$ cat config.mk
export PLATFORM = sky130hd
export DESIGN_NAME = ysyx_23060025_mem_arbiter
export DESIGN_NICKNAME = d
export VERILOG_FILES = /design/src/rtl/ysyx_23060025_mem_arbiter_pkg.sv /design/src/rtl/ysyx_23060025_mem_arbiter_grant.sv /design/src/rtl/ysyx_23060025_mem_arbiter.sv
export SDC_FILE = /design/constraint.sdc
export NUM_CORES = 1
export LEC_CHECK = 0
export BUFFER_PORTS_ARGS = -buffer_cell sky130_fd_sc_hd__buf_2
export CAP_MARGIN = 20
export CORE_AREA = 2 2 146 148
export CTS_CLUSTER_DIAMETER = 120
export DETAILED_ROUTE_END_ITERATION = 16
export DIE_AREA = 0 0 148 150
export MAX_ROUTING_LAYER = met4
export PLACE_DENSITY_LB_ADDON = 0.1
export SETUP_SLACK_MARGIN = 0.5
export SYNTH_ARGS = -nofsm -noshare
export SYNTH_HDL_FRONTEND = slang
export SYNTH_SLANG_ARGS = --single-unit
$ cat constraint.sdc
create_clock -name clock -period 3.2 [get_ports clock]
set_clock_uncertainty 0.2 [all_clocks]
set_input_delay 0.32 -clock clock [delete_from_list [all_inputs] [get_ports clock]]
set_output_delay 0.32 -clock clock [all_outputs]
set_load 0.05 [all_outputs]
$ cat src/rtl/ysyx_23060025_mem_arbiter_pkg.sv
// Shared encodings for the IFU/LSU memory arbiter: FSM states, owner ids,
// transaction type and AXI response codes.
package ysyx_23060025_mem_arbiter_pkg;

  typedef enum logic [1:0] {
    ARB_IDLE = 2'b00,
    ARB_ADDR = 2'b01,
    ARB_RESP = 2'b10
  } arb_state_e;

  typedef enum logic {
    ARB_M0 = 1'b0,
    ARB_M1 = 1'b1
  } arb_owner_e;

  typedef enum logic {
    TXN_RD = 1'b0,
    TXN_WR = 1'b1
  } arb_txn_e;

  localparam logic [1:0] OKAY   = 2'b00;
  localparam logic [1:0] SLVERR = 2'b10;

endpackage

$ cat src/rtl/ysyx_23060025_mem_arbiter_grant.sv
// Winner select for the memory arbiter. With ARB_ROUND_ROBIN_EN defined a
// last_owner register alternates the winner on conflicts; otherwise M1 wins.
module ysyx_23060025_arb_grant
  import ysyx_23060025_mem_arbiter_pkg::*;
(
  input  logic       clock,
  input  logic       rstn,
  input  logic       req0_i,
  input  logic       req1_i,
  input  logic       done_i,
  input  arb_owner_e owner_i,
  output arb_owner_e winner_o
);

  arb_owner_e conflict_pick;

`ifdef ARB_ROUND_ROBIN_EN
  arb_owner_e last_owner_q, last_owner_d;

  always_ff @(posedge clock or negedge rstn) begin
    if (!rstn) last_owner_q <= ARB_M1;
    else       last_owner_q <= last_owner_d;
  end

  always_comb begin
    last_owner_d = last_owner_q;
    if (done_i) last_owner_d = owner_i;
  end

  assign conflict_pick = (last_owner_q == ARB_M1) ? ARB_M0 : ARB_M1;
`else
  // Fixed priority needs no history; these inputs exist only for the round-robin build.
  logic unused_rr;
  assign unused_rr     = ^{clock, rstn, done_i, owner_i};
  assign conflict_pick = ARB_M1;
`endif

  always_comb begin
    winner_o = ARB_M0;
    if (req0_i && req1_i) winner_o = conflict_pick;
    else if (req1_i)      winner_o = ARB_M1;
  end

endmodule

$ cat src/rtl/ysyx_23060025_mem_arbiter.sv
// Shares one AXI-lite slave port between IFU (M0, read) and LSU (M1, read/write),
// one transaction at a time. Optional round-robin arbitration: ARB_ROUND_ROBIN_EN.
module ysyx_23060025_mem_arbiter
  import ysyx_23060025_mem_arbiter_pkg::*;
#(
  parameter int DATA_LEN = 32,
  parameter int ADDR_LEN = 32
) (
  input  logic                clock,
  input  logic                rstn,
  input  logic [ADDR_LEN-1:0] m0_ar_addr_i,
  input  logic                m0_ar_valid_i,
  input  logic [2:0]          m0_ar_size_i,
  output logic                m0_ar_ready_o,
  output logic [DATA_LEN-1:0] m0_r_data_o,
  output logic [1:0]          m0_r_resp_o,
  output logic                m0_r_valid_o,
  input  logic                m0_r_ready_i,
  input  logic [ADDR_LEN-1:0] m1_ar_addr_i,
  input  logic                m1_ar_valid_i,
  input  logic [2:0]          m1_ar_size_i,
  output logic                m1_ar_ready_o,
  output logic [DATA_LEN-1:0] m1_r_data_o,
  output logic [1:0]          m1_r_resp_o,
  output logic                m1_r_valid_o,
  input  logic                m1_r_ready_i,
  input  logic [ADDR_LEN-1:0] m1_aw_addr_i,
  input  logic                m1_aw_valid_i,
  input  logic [2:0]          m1_aw_size_i,
  output logic                m1_aw_ready_o,
  input  logic [DATA_LEN-1:0] m1_w_data_i,
  input  logic [3:0]          m1_w_strb_i,
  input  logic                m1_w_valid_i,
  output logic                m1_w_ready_o,
  output logic [1:0]          m1_b_resp_o,
  output logic                m1_b_valid_o,
  input  logic                m1_b_ready_i,
  output logic [ADDR_LEN-1:0] s_ar_addr_o,
  output logic                s_ar_valid_o,
  output logic [2:0]          s_ar_size_o,
  input  logic                s_ar_ready_i,
  input  logic [DATA_LEN-1:0] s_r_data_i,
  input  logic [1:0]          s_r_resp_i,
  input  logic                s_r_valid_i,
  output logic                s_r_ready_o,
  output logic [ADDR_LEN-1:0] s_aw_addr_o,
  output logic                s_aw_valid_o,
  output logic [2:0]          s_aw_size_o,
  input  logic                s_aw_ready_i,
  output logic [DATA_LEN-1:0] s_w_data_o,
  output logic [3:0]          s_w_strb_o,
  output logic                s_w_valid_o,
  input  logic                s_w_ready_i,
  input  logic [1:0]          s_b_resp_i,
  input  logic                s_b_valid_i,
  output logic                s_b_ready_o
);

  arb_state_e state_q, state_d;
  arb_owner_e owner_q, owner_d, winner;
  arb_txn_e   txn_q, txn_d;
  logic       aw_done_q, aw_done_d, w_done_q, w_done_d;
  logic       req0, req1, txn_done;
  logic       rd_addr, wr_addr, rd_resp, wr_resp;

  // The slave W valid is held by the arbiter until handshake, so the master's W valid is not consulted.
  logic unused_w_valid;
  assign unused_w_valid = m1_w_valid_i;

  assign req0    = m0_ar_valid_i;
  assign req1    = m1_ar_valid_i | m1_aw_valid_i;
  assign rd_addr = (state_q == ARB_ADDR) && (txn_q == TXN_RD);
  assign wr_addr = (state_q == ARB_ADDR) && (txn_q == TXN_WR);
  assign rd_resp = (state_q == ARB_RESP) && (txn_q == TXN_RD);
  assign wr_resp = (state_q == ARB_RESP) && (txn_q == TXN_WR);

  ysyx_23060025_arb_grant u_grant (
    .clock    (clock),
    .rstn     (rstn),
    .req0_i   (req0),
    .req1_i   (req1),
    .done_i   (txn_done),
    .owner_i  (owner_q),
    .winner_o (winner)
  );

  always_ff @(posedge clock or negedge rstn) begin
    if (!rstn) begin
      state_q   <= ARB_IDLE;
      owner_q   <= ARB_M0;
      txn_q     <= TXN_RD;
      aw_done_q <= 1'b0;
      w_done_q  <= 1'b0;
    end else begin
      state_q   <= state_d;
      owner_q   <= owner_d;
      txn_q     <= txn_d;
      aw_done_q <= aw_done_d;
      w_done_q  <= w_done_d;
    end
  end

  always_comb begin
    m0_ar_ready_o = 1'b0;
    m0_r_data_o   = '0;
    m0_r_resp_o   = 2'b00;
    m0_r_valid_o  = 1'b0;
    m1_ar_ready_o = 1'b0;
    m1_r_data_o   = '0;
    m1_r_resp_o   = 2'b00;
    m1_r_valid_o  = 1'b0;
    m1_aw_ready_o = 1'b0;
    m1_w_ready_o  = 1'b0;
    m1_b_resp_o   = 2'b00;
    m1_b_valid_o  = 1'b0;
    s_ar_addr_o   = '0;
    s_ar_valid_o  = 1'b0;
    s_ar_size_o   = 3'b000;
    s_r_ready_o   = 1'b0;
    s_aw_addr_o   = '0;
    s_aw_valid_o  = 1'b0;
    s_aw_size_o   = 3'b000;
    s_w_data_o    = '0;
    s_w_strb_o    = 4'b0000;
    s_w_valid_o   = 1'b0;
    s_b_ready_o   = 1'b0;

    if (rd_addr) begin
      s_ar_valid_o = 1'b1;
      if (owner_q == ARB_M1) begin
        s_ar_addr_o   = m1_ar_addr_i;
        s_ar_size_o   = m1_ar_size_i;
        m1_ar_ready_o = s_ar_ready_i;
      end else begin
        s_ar_addr_o   = m0_ar_addr_i;
        s_ar_size_o   = m0_ar_size_i;
        m0_ar_ready_o = s_ar_ready_i;
      end
    end

    // AW and W complete independently; each channel goes quiet once its handshake is recorded.
    if (wr_addr) begin
      s_aw_addr_o   = m1_aw_addr_i;
      s_aw_size_o   = m1_aw_size_i;
      s_aw_valid_o  = !aw_done_q;
      m1_aw_ready_o = !aw_done_q && s_aw_ready_i;
      s_w_data_o    = m1_w_data_i;
      s_w_strb_o    = m1_w_strb_i;
      s_w_valid_o   = !w_done_q;
      m1_w_ready_o  = !w_done_q && s_w_ready_i;
    end

    if (rd_resp) begin
      if (owner_q == ARB_M1) begin
        m1_r_data_o  = s_r_data_i;
        m1_r_resp_o  = s_r_resp_i;
        m1_r_valid_o = s_r_valid_i;
        s_r_ready_o  = m1_r_ready_i;
      end else begin
        m0_r_data_o  = s_r_data_i;
        m0_r_resp_o  = s_r_resp_i;
        m0_r_valid_o = s_r_valid_i;
        s_r_ready_o  = m0_r_ready_i;
      end
    end

    if (wr_resp) begin
      m1_b_resp_o  = s_b_resp_i;
      m1_b_valid_o = s_b_valid_i;
      s_b_ready_o  = m1_b_ready_i;
    end
  end

  always_comb begin
    state_d   = state_q;
    owner_d   = owner_q;
    txn_d     = txn_q;
    aw_done_d = aw_done_q;
    w_done_d  = w_done_q;
    txn_done  = 1'b0;
    case (state_q)
      ARB_IDLE: begin
        if (req0 || req1) begin
          owner_d = winner;
          txn_d   = (winner == ARB_M1 && !m1_ar_valid_i) ? TXN_WR : TXN_RD;
          state_d = ARB_ADDR;
        end
      end
      ARB_ADDR: begin
        if (txn_q == TXN_RD) begin
          if (s_ar_valid_o && s_ar_ready_i) state_d = ARB_RESP;
        end else begin
          if (s_aw_valid_o && s_aw_ready_i) aw_done_d = 1'b1;
          if (s_w_valid_o && s_w_ready_i)   w_done_d  = 1'b1;
          if (aw_done_d && w_done_d)        state_d   = ARB_RESP;
        end
      end
      ARB_RESP: begin
        if ((rd_resp && s_r_valid_i && s_r_ready_o) ||
            (wr_resp && s_b_valid_i && s_b_ready_o)) begin
          state_d   = ARB_IDLE;
          aw_done_d = 1'b0;
          w_done_d  = 1'b0;
          txn_done  = 1'b1;
        end
      end
      default: state_d = ARB_IDLE;
    endcase
  end

endmodule

## Word level (Yosys, flattened, before mapping)

Index checks and enable logic that the tools add are counted.

| storage, ports and cells | value |
|---|---|
| word-level logic and storage cells | 94 |
| input bits | 191 |
| output and inout bits | 188 |
| register bits after elaboration | 6 |

| cells by class | value |
|---|---|
| equal/unequal tests | 7 |
| muxes and demuxes | 54 |
| bitwise gates (word level) | 2 |
| reduce and logical (&&, ||, !) cells | 26 |

Operators by type and width:

| operator | number |
|---|---|
| $mux 32 | 8 |
| $mux 1 | 29 |
| $mux 2 | 10 |
| $logic_and 1x1->1 | 16 |
| $mux 3 | 3 |
| $ne 3x2->1 const B | 2 |
| $pmux 2 s3 | 1 |
| $mux 4 | 1 |
| $ne 2x2->1 const B | 2 |
| $pmux 1 s2 | 2 |
| $reduce_and 4->1 | 1 |
| $logic_not 1->1 | 3 |
| $reduce_and 3->1 | 1 |
| $eq 2x1->1 const B | 1 |
| $eq 2x2->1 const B | 1 |
| $logic_not 2->1 | 1 |
| $logic_or 1x1->1 | 2 |
| $ne 2x1->1 const B | 1 |
| $reduce_and 2->1 | 1 |
| $reduce_bool 2->1 | 1 |
| $not 1->1 | 1 |
| $or 1x1->1 | 1 |

## Depth between registers and ports, before layout

Gate-level depths: netlist of run 1.

| logic depth | value |
|---|---|
| word-level depth | 11 |
| depth in mapped cells | 5 |
| gate-level depth less buffers | 4 |

## Hierarchy

From an unflattened synthesis of run 1, not the netlist that was laid out.

| unflattened totals | value |
|---|---|
| cell total of the unflattened synthesis | 284 |
| area, all modules | 1,931.9 um2 |

Modules (own cells, without submodules):

| module | area each (um2) | sequential area each (um2) | cells each | instances |
|---|---|---|---|---|
| ysyx_23060025_mem_arbiter | 1,928.1 | 150.1 | 283 | 1 |
| ysyx_23060025_arb_grant | 3.8 | 0.0 | 1 | 1 |

## Least setup slack after synthesis of run 1

OpenSTA, ideal clock, no wires.

| timing path | value |
|---|---|
| kind | register to output |
| start | register txn_q |
| end | output port m1_aw_ready_o |
| cell stages (with the launch flop) | 5 |
| arrival time | 1.976 ns |
| path slack | 0.704 ns |
| cells stage by stage | dfrtp_1 > buf_2 > nand3b_1 > nor2_1 > and2_1 |

| on the way | value |
|---|---|
| longest elaborated chain between the ends | 2 |

RTL lines:

| element | line | text |
|---|---|---|
| start, declared | ysyx_23060025_mem_arbiter.sv:61 | `arb_txn_e txn_q, txn_d;` |
| start signal, assigned | ysyx_23060025_mem_arbiter.sv:97 | `txn_q <= txn_d;` |
| $logic_and 1x1->1 | ysyx_23060025_mem_arbiter.sv:73 | `assign wr_addr = (state_q == ARB_ADDR) && (txn_q == TXN_WR);` |
| $mux 1 | ysyx_23060025_mem_arbiter.sv:142 | `if (wr_addr) begin` |
| end, declared | ysyx_23060025_mem_arbiter.sv:30 | `output logic m1_aw_ready_o,` |

Every way passes these cells.

## Worst setup path in the final report of run 1

| timing path | value |
|---|---|
| start | register owner_q |
| end | output port s_ar_addr_o[8] |

| on the way | value |
|---|---|
| longest elaborated chain between the ends | 2 |

RTL lines:

| element | line | text |
|---|---|---|
| start, declared | ysyx_23060025_mem_arbiter.sv:60 | `arb_owner_e owner_q, owner_d, winner;` |
| start signal, assigned | ysyx_23060025_mem_arbiter.sv:96 | `owner_q <= owner_d;` |
| $mux 32 | ysyx_23060025_mem_arbiter.sv:130 | `if (owner_q == ARB_M1) begin` |
| $mux 32 | ysyx_23060025_mem_arbiter.sv:128 | `if (rd_addr) begin` |
| end, declared | ysyx_23060025_mem_arbiter.sv:38 | `output logic [ADDR_LEN-1:0] s_ar_addr_o,` |

Every way passes these cells.

==> results of run 1 <==
-- sequential cells by signal (all words and copies together), names as in the netlist --
| signal | cells |
|---|---|
| aw_done_q | 1 |
| owner_q | 1 |
| state_q | 2 |
| txn_q | 1 |
| w_done_q | 1 |
-- placed cells by master, fill, tap and decap left out --
cell and n:
a22o_1 1, clkbuf_16 3, clkbuf_1 1, and3b_2 1, nor3b_4 1, nor3_4 1, and2_1 143, nand2_1 2
nand3b_1 1, dfrtp_1 5, inv_1 2, or2_2 1, a32o_1 1, dlygate4sd3_1 1, o21ai_0 3, mux2i_1 36
and3_1 5, o211ai_1 1, dfrtp_2 1, nor2b_1 1, or3b_1 1, nor2_2 1, a211oi_1 1, buf_2 377
a21oi_1 4, o221ai_1 2, nor3_1 2, nand2b_1 1, buf_4 5, nand3_1 2, nor2_1 38, inv_2 1
nand2b_4 1, buf_6 1
-- critical path, delay by kind of cell, from the launching register on --
family	cells	cell delay, ns
buf+inv	2	0.70
flops	1	0.60
mux	1	0.31
simple gates	1	0.06
-- layout make-up --
type | count | area share [%]
inverters | 3 | 0.270
clock buffers | 4 | 1.89
flip-flops and latches | 6 | 3.63
multi-input cells | 251 | 39.4
repair buffers | 384 | 46.6
well taps | 275 | 8.24
-- final timing paths --
path	to	slack (ns)	depth (start not counted)
setup / recovery	s_ar_addr_o[8]	0.76	4
hold / removal	txn_q	0.18	2
setup reg to reg	state_q[1]	1.43	5
hold reg to reg	w_done_q	0.39	2
max in group asynchronous	owner_q	2.39	2
min in group asynchronous	state_q[0]	0.26	2
-- per-layer routing --
metal	global-route usage, %	routed length, um	vias up
li1	-	-	1631
met1	8.67	3740	1400
met2	18.4	6350	210
met3	1.34	1050	5
met4	1.29	60	0
met5	-	0	-
-- cell families after synthesis --
logic type,count (synthesis)
mux,36
simple gates,202
compound gates,13
buf+inv,27
flops,6
-- synthesized netlist by cell type, drive strengths merged --
cell type,instances,area (um^2)
and2,143,895
nor2,39,149
mux2i,36,360
clkbuf,13,60.1
buf,11,88.8
dfrtp,6,150
and3,5,31.3
a21oi,4,20.0
inv,3,11.3
nor3,3,26.3
o21ai,3,15.0
nand2,2,7.51
nand2b,2,20.0
nand3,2,10.0
o221ai,2,17.5
a211oi,1,7.51
a22o,1,8.76
a32o,1,10.0
and3b,1,8.76
nand3b,1,7.51
nor2b,1,6.26
nor3b,1,18.8
o211ai,1,7.51
or2,1,6.26
or3b,1,8.76
-- power by group --
part	switching, uW	internal [uW]
Sequential	86.2	113
Combinational	2210	750
Clock	42.7	165
Total	2340	1030
-- stage by stage --
stage	area [um^2]	total power [uW]
CTS	4170	3420
detailed placement	4080	3200
global placement	4080	3210
global route	4170	3560
finish	4170	3360
floorplan	1950	2570
-- repair_timing --
action / 4_1_cts / 5_1_grt
resized for setup: 0 / 1
hold buffers: 1 / 0
hold endpoints to repair: 6 / 0
endpoints found under the setup margin: 0 / 46
==> results.cfg, run 1 <==
[clock_network]
post_cts_buffers = 0
clkLatencyLatePin_ns = 0.23
tritoncts = done
cts_root_buf = clkbuf_16
htreeDepth = 1
clk_pin_slew_ns = 0.04
cts_sinks = 6
cts-buffers-inserted = 3
clockBufferDepth = 2

[cells_and_area]
fin_nets = 840
multi_input_area_mm2 = 0.00164
fillCellCount = 2372
num_antenna_cells = 0
drive_above_1_share_pct = 60.8
syn2layout_area_growth_pct = 114
seq_area_um2 = 151
final_cells = 923
final_core_util_pct = 20.2

[floorplanning]
io-pin-count = 379
die_y_um = 150
initial_core_util_pct = 9.43
die_w_um = 148
coreArea_mm2 = 0.0207
row_count = 53
die_area_mm2 = 0.0222

[drt]
ant_nets = 0
routed_wl_um = 11200
wire_per_inst_um = 12.1
initialDrtViolationCount = 50
drtPass1Iterations = 4
drc = 0
viasPerCell = 3.52
vias = 3246

[yosys]
synth_xor_area_share_pct = 0
ys_warn_count = 0
synthesis.area_mm2 = 0.00195
ys_ff_latch = 6
syn_inst = 284
synth_compound_area_share_pct = 4.42
synthAdderAreaFrac_pct = 0
synth.area.mux_share_pct = 18.5
synthDistinctLibCells = 32
synth_area_per_cell_um2 = 6.87
synth_top_family_by_area = simple AND/OR/NAND/NOR gates
synth_fp_nets = 475
synth_seq_area_share_pct = 7.69
synth-simple-area-share_pct = 61.2

[global_route]
grt_max_degree = 75
grt_util_all_layers_pct = 8.84
grt_pass1_vias = 2966
overflow = 0
antenna_found_initial = 0
grt_pass1_wl_um = 15200

[worst_setup_path]
worstSetupStartpointType = register
startpoint = owner_q
cp_max_fo = 29
r2r-start = txn_q
crit_path_cell_trace = buf_4 -> mux2i_1 -> nor2_1 -> buf_2
critPathCaptureType = output port
worstSetupPathType = register to output port
crit_required_ns = 2.68
cp.arrival_ns = 1.92
worst_path_max_delay_cell = dfrtp_2
critical-path-max-stage-delay_ns = 0.60

[place]
place_congestion = 0.768
dpl.hpwl_um = 9870
numPortBuffers = 377
placedCellCount = 918
place_ws_ns = 0.847

[sta]
holdWs_ns = 0.183
maxSlewViolCount = 0
worst_slack_ns = 0.762
max_freq_mhz = 410
min_period_ns = 2.44
finalSetupViolCount = 0
relSlewSlack_pct = 65.5
rsz0062_at_grt = false
fin_setup_tns_ns = 0
fin_crit_sh_pct = 76.2
hold_viol = 0
worst_slew_pin_slew_ns = 0.517

[worst_hold_path]
hold_path.class = input pin to register
hp-start = m1_aw_valid_i

[power]
leakage_uw = 0.00277
p_per_area_mw_per_mm2 = 806
irDropWorstVdd_uv = 387

[status]
status = complete, no violations

[run]
drv_cap = 0
Power figures use the tool's default switching activity.
==> run 2: changes to the inputs <==
--- a/config.mk
+++ b/config.mk
@@ -5,6 +5,7 @@
 export SDC_FILE = /design/constraint.sdc
 export NUM_CORES = 1
 export LEC_CHECK = 0
+export ABC_AREA = 1
 export BUFFER_PORTS_ARGS = -buffer_cell sky130_fd_sc_hd__buf_2
 export CAP_MARGIN = 20
 export CORE_AREA = 2 2 146 148
==> constraint.sdc (replaced) <==
create_clock -name clock -period 2.1 [get_ports clock]
set_clock_uncertainty 0.2 [all_clocks]
set_input_delay 0.21 -clock clock [delete_from_list [all_inputs] [get_ports clock]]
set_output_delay 0.21 -clock clock [all_outputs]
set_load 0.05 [all_outputs]
==> run 2 against run 1 <==
Effect of this change: flip-flop and latch count did not move; via count rose by 30%; worst setup slack got worse by 0.63 ns; register-to-register slack got worse by 0.96 ns; combinational power rose to 3.0 times the previous value; first-iteration DRC count rose by 14%; sequential power rose by 42%; critical path depth rose by 1; wire length rose by 50%; cell count rose by 23%; power rose to 2.8 times the previous value.
==> results.cfg, run 2 <==
[global_route]
grt_util_all_layers_pct = 12.6
overflow = 0
grt-busiest-layer = met2
grtUsageMet1_pct = 13.0
grt_max_degree = 39
grt_pass1_vias = 3881
grt_pass1_wl_um = 21400
antenna_found_initial = 1
met3_usage_pct = 2.32
grt_util_met2_pct = 25.0

[clock_network]
cts_sinks = 6
clkLatencyLatePin_ns = 0.23
clk_pin_slew_ns = 0.03
htreeDepth = 1
cts_root_buf = clkbuf_16
cts-buffers-inserted = 3
tritoncts = done
clockBufferDepth = 2

[drt]
viasPerCell = 3.72
routed_wl_um = 16800
ant_nets = 0
vias = 4217
initialDrtViolationCount = 57
drtPass1Iterations = 4
wire_per_inst_um = 14.8
drc = 0

[cells_and_area]
top_register = state_q
layout_commonest_cell = buf_2
syn2layout_area_growth_pct = 317
drive_above_1_share_pct = 74.9
largest_reg_flops = 2
layout_common_cells = buf_2, buf_6, nor2_4
fin_nets = 1051

[run]
drv_cap = 0

[yosys]
synth_common_cells = nor2_1, inv_1, nand2_1
synth_edf_count = 0
async_flop_share_pct = 100
synthDistinctLibCells = 20
ys_warn_count = 0
synth_top_area_share_pct = 29.4
synthesis.area_mm2 = 0.00193
synth_fp_nets = 641
syn_inst = 450
synthFlopType = dfrtp_1
synth.most_common_cell = nor2_1
ys_ff_latch = 6
synth_area_per_cell_um2 = 4.29
synth_top_cell_by_area = nor2_1
synth.area.top_cells = nor2_1, inv_1, nand2_1
synth_seq_area_share_pct = 7.78

[power]
p_switching_uw = 5520
p_int_uw = 3900
clkPwrFrac_pct = 3.4
finalPower_uw = 9430
irDropWorstVdd_uv = 682
switching_share_pct = 58.6
p_per_area_mw_per_mm2 = 1170
leakage_uw = 0.00393
combPwrFrac_pct = 93.6
p_seq_share_pct = 3.0

[place]
place_ws_ns = 0.234
dpl.hpwl_um = 11400
numPortBuffers = 377
place_congestion = 0.725

[sta]
rsz0062_at_grt = true
max_freq_mhz = 508
min_period_ns = 1.97
worst_slew_pin_slew_ns = 0.251
finalSetupViolCount = 0
fin_setup_tns_ns = 0
fin_crit_sh_pct = 93.8
worst_slack_ns = 0.131
hold_viol = 0
relSlewSlack_pct = 83.1
maxSlewViolCount = 0

[status]
status = complete, no violations

[worst_setup_path]
critPathCaptureType = output port
worstSetupStartpointType = register
crit_required_ns = 1.69
cp_max_fo = 18
cp.arrival_ns = 1.56
worstSetupPathType = register to output port

[floorplanning]
die_w_um = 148
initial_core_util_pct = 9.33
die_y_um = 150
row_count = 53
coreArea_mm2 = 0.0207
die_area_mm2 = 0.0222
io-pin-count = 379

[worst_hold_path]
hold_path.class = input pin to register
run 2: cell types whose count changed after synthesis, moves of 3 or more:
| cell | previous run | this run |
|---|---|---|
| a21oi_1 | 4 | 36 |
| nand2_1 | 2 | 88 |
| clkbuf_1 | 4 | 7 |
| nor2_1 | 38 | 151 |
| inv_1 | 2 | 122 |
| buf_6 | 5 | 0 |
| and3_1 | 5 | 0 |
| nand3_1 | 2 | 5 |
| mux2i_1 | 36 | 0 |
| and2_1 | 143 | 0 |
| buf_2 | 5 | 17 |
| clkbuf_2 | 9 | 0 |
run 2: kinds of logic after synthesis:
group	after synthesis	share of synthesized area (%)
compound gates	42	11.3
buf+inv	148	29.9
flops	6	7.78
simple gates	254	51.1
run 2: path summary, 6_finish.rpt:
check / from / endpoint / slack (ns) / depth (start not counted)
max: txn_q / m1_r_valid_o / 0.13 / 5
max reg2reg: txn_q / state_q[1] / 0.47 / 8
max in group asynchronous: rstn / owner_q / 1.38 / 2
min in group asynchronous: rstn / w_done_q / 0.16 / 2
min reg2reg: w_done_q / w_done_q / 0.43 / 2
min: m1_ar_valid_i / txn_q / 0.008 / 2
run 2: metrics by stage:
stage                     hold WS, ns  instance area (um^2)  util (%)  instances
after CTS                     0.00805                  6990      33.8       1111
after floorplan                -0.286                  3420         -        450
after detailed placement       -0.156                  5650      27.3       1088
final                         0.00753                  8050      38.9       1135
after global placement         -0.154                  5650      27.3       1088
after global routing          0.00840                  8050      38.9       1135
run 2: power by group through the flow:
stage / registers, uW / clock network [uW] / logic [uW]
after floorplan: 237 / 0 / 4910
after global placement: 265 / 0 / 6220
after detailed placement: 265 / 0 / 6180
after CTS: 262 / 323 / 7610
after global routing: 294 / 330 / 9220
final: 283 / 316 / 8830
run 2: layout make-up:
type                            count  area (um^2)
Clock buffer                        4         78.8
Tap cell                          275          344
Timing Repair Buffer              430         4210
Multi-Input combinational cell    296         2780
Sequential cell                     6          153
Fill cell                        2043        12600
Antenna cell                        1         2.50
Inverter                          123          477
run 2: what timing repair did:
| action | in CTS | in global routing |
|---|---|---|
| buffers inserted | 8 | 11 |
| resized for setup | 300 | 222 |
| endpoints found under the setup margin | 191 | 192 |
| pin swaps | 3 | 21 |
| hold endpoints to repair | 6 | 0 |
| hold buffers | 1 | 0 |
| cloned | 10 | 12 |
run 2: critical path: stages, from the launching register on:
cell and delay, ns:
dfrtp_2 0.48, nor2_4 0.24, nand2_4 0.12, buf_16 0.21
nor2_2 0.11, buf_6 0.17
run 2: routing by layer:
| layer | up-vias | share of wire (%) |
|---|---|---|
| met2 | 218 | 57 |
| met5 | - | 0 |
| li1 | 2101 | - |
| met1 | 1887 | 34 |
| met4 | 0 | 1.2 |
| met3 | 11 | 7.6 |
==> run 3: changes to the inputs <==
--- a/config.mk
+++ b/config.mk
@@ -13,7 +13,7 @@
 export DETAILED_ROUTE_END_ITERATION = 16
 export DIE_AREA = 0 0 148 150
 export MAX_ROUTING_LAYER = met4
-export PLACE_DENSITY_LB_ADDON = 0.1
+export PLACE_DENSITY = 0.43
 export SETUP_SLACK_MARGIN = 0.5
 export SYNTH_ARGS = -nofsm -noshare
 export SYNTH_HDL_FRONTEND = slang
==> run 3 against run 2 <==
Effect of this change: wire length down 8.8%; first-iteration DRC count up 25%; design area down 2.1%; power down 4.0%; sequential share of layout area about the same; die area unchanged; non-clock buffer count down 7; clock power up 3%; count of clock-buffer cells in the layout unchanged; sequential power down 4%; flip-flop and latch count unchanged; global-route usage down 0.12 points; largest cell class unchanged; highest routed layer unchanged.
==> results.cfg, run 3 (synthesis results as in run 2) <==
[floorplanning]
die_area_mm2 = 0.0222
row_count = 53
io-pin-count = 379
die_w_um = 148
die_y_um = 150
initial_core_util_pct = 9.33
coreArea_mm2 = 0.0207

[worst_setup_path]
cp.arrival_ns = 1.57
critPathCaptureType = output port
crit_required_ns = 1.69
cp_max_fo = 9
worstSetupStartpointType = register
worstSetupPathType = register to output port

[drt]
ant_nets = 0
vias = 4179
routed_wl_um = 15300
drtPass1Iterations = 3
initialDrtViolationCount = 71
drc = 0
wire_per_inst_um = 13.5
viasPerCell = 3.70

[sta]
hold_viol = 0
relSlewSlack_pct = 81.6
finalSetupViolCount = 0
fin_crit_sh_pct = 94.5
fin_setup_tns_ns = 0
maxSlewViolCount = 0
rsz0062_at_grt = true
min_period_ns = 1.98
max_freq_mhz = 504
worst_slew_pin_slew_ns = 0.274
worst_slack_ns = 0.116

[clock_network]
htreeDepth = 1
cts-buffers-inserted = 3
clk_pin_slew_ns = 0.04
clkLatencyLatePin_ns = 0.23
cts_root_buf = clkbuf_16
cts_sinks = 6
clockBufferDepth = 2
tritoncts = done

[place]
numPortBuffers = 377
place_ws_ns = 0.214
dpl.hpwl_um = 11600
place_congestion = 0.730
detailed_place.area_mm2 = 0.00577
placedCellCount = 1094

[cells_and_area]
fin_nets = 1044
final_cells = 1130
largest_reg_flops = 2
layout_common_cells = buf_2, buf_6, nor2_4
drive_above_1_share_pct = 74.4
top_register = state_q
finalInstanceArea_mm2 = 0.00788
fillCellCount = 2078
syn2layout_area_growth_pct = 308
layout_commonest_cell = buf_2

[power]
p_int_uw = 3720
finalPower_uw = 9050
irDropWorstVdd_uv = 818
p_seq_share_pct = 3.0
combPwrFrac_pct = 93.4
switching_share_pct = 58.9
p_per_area_mw_per_mm2 = 1150
p_switching_uw = 5330
leakage_uw = 0.00385
clkPwrFrac_pct = 3.6

[global_route]
overflow = 0
grt_max_degree = 36
grt_pass1_wl_um = 21700
grt_pass1_vias = 4106
grt_util_all_layers_pct = 12.5
antenna_found_initial = 3

[worst_hold_path]
hold_path.class = input pin to register

[status]
status = complete, no violations

[run]
drv_cap = 0
run 3: changes by cell type in the layout (fill, tap and decap cells not counted), moves of 3 or more:
cell       previous run  this run
buf_12               11        16
buf_6               160       172
buf_8                35        17
clkbuf_16            13         9
nand2_1              79        82
nand2_2               6         3
nor2_2               10         7
nor2_4              140       143
run 3: critical path, stage by stage, from the launching register on:
cell	delay, ns
dfrtp_2	0.47
nor2_4	0.24
nand2_8	0.14
buf_16	0.19
nor2_4	0.12
buf_6	0.16
run 3: timing repair:
| action | 4_1_cts | 5_1_grt |
|---|---|---|
| cloned | 9 | 6 |
| endpoints found under the setup margin | 190 | 192 |
| hold buffers | 1 | 0 |
| pin swaps | 10 | 8 |
| setup buffers | 8 | 5 |
| endpoints found under the hold margin | 6 | 0 |
| resized for setup | 331 | 168 |
run 3: final timing paths:
| path | cells past startpoint | start | slack (ns) | end |
|---|---|---|---|---|
| setup / recovery | 5 | txn_q | 0.12 | m0_r_data_o[10] |
| hold / removal | 2 | m1_ar_valid_i | 0.009 | txn_q |
| setup reg to reg | 10 | state_q[1] | 0.45 | state_q[1] |
| hold reg to reg | 2 | w_done_q | 0.43 | w_done_q |
| max in group asynchronous | 2 | rstn | 1.36 | owner_q |
| min in group asynchronous | 2 | rstn | 0.17 | state_q[0] |
run 3: power by group through the flow:
stage          Clock, uW  Combinational [uW]  Sequential [uW]
3_5_place_dp           0                6300              251
3_3_place_gp           0                6310              251
4_1_cts              330                7800              268
5_1_grt              339                8850              284
6_report             327                8450              271
2_1_floorplan          0                4910              237
run 3: layout make-up:
class | instances | area [um^2] | area share (%)
Antenna cell | 3 | 7.51 | 0.0952
Clock buffer | 4 | 78.8 | 1.00
Inverter | 123 | 469 | 5.95
Multi-Input combinational cell | 296 | 2780 | 35.3
Sequential cell | 6 | 153 | 1.94
Tap cell | 275 | 344 | 4.37
Timing Repair Buffer | 423 | 4050 | 51.4
run 3: metal layers:
layer  GRT usage [%]  vias up  part of all wire, %
met4           0.571        0                 0.12
met2            23.8      218                   55
met5               -        -                    0
met3            2.23        2                  7.6
met1            14.3     1875                   37
li1                -     2084                    -
run 3: stage by stage:
stage	hold WS [ns]	utilization [%]
3_5_place_dp	-0.145	27.9
2_1_floorplan	-0.286	-
6_report	0.00852	38.1
4_1_cts	0.0110	35.0
3_3_place_gp	-0.150	27.9
5_1_grt	0.0149	38.1
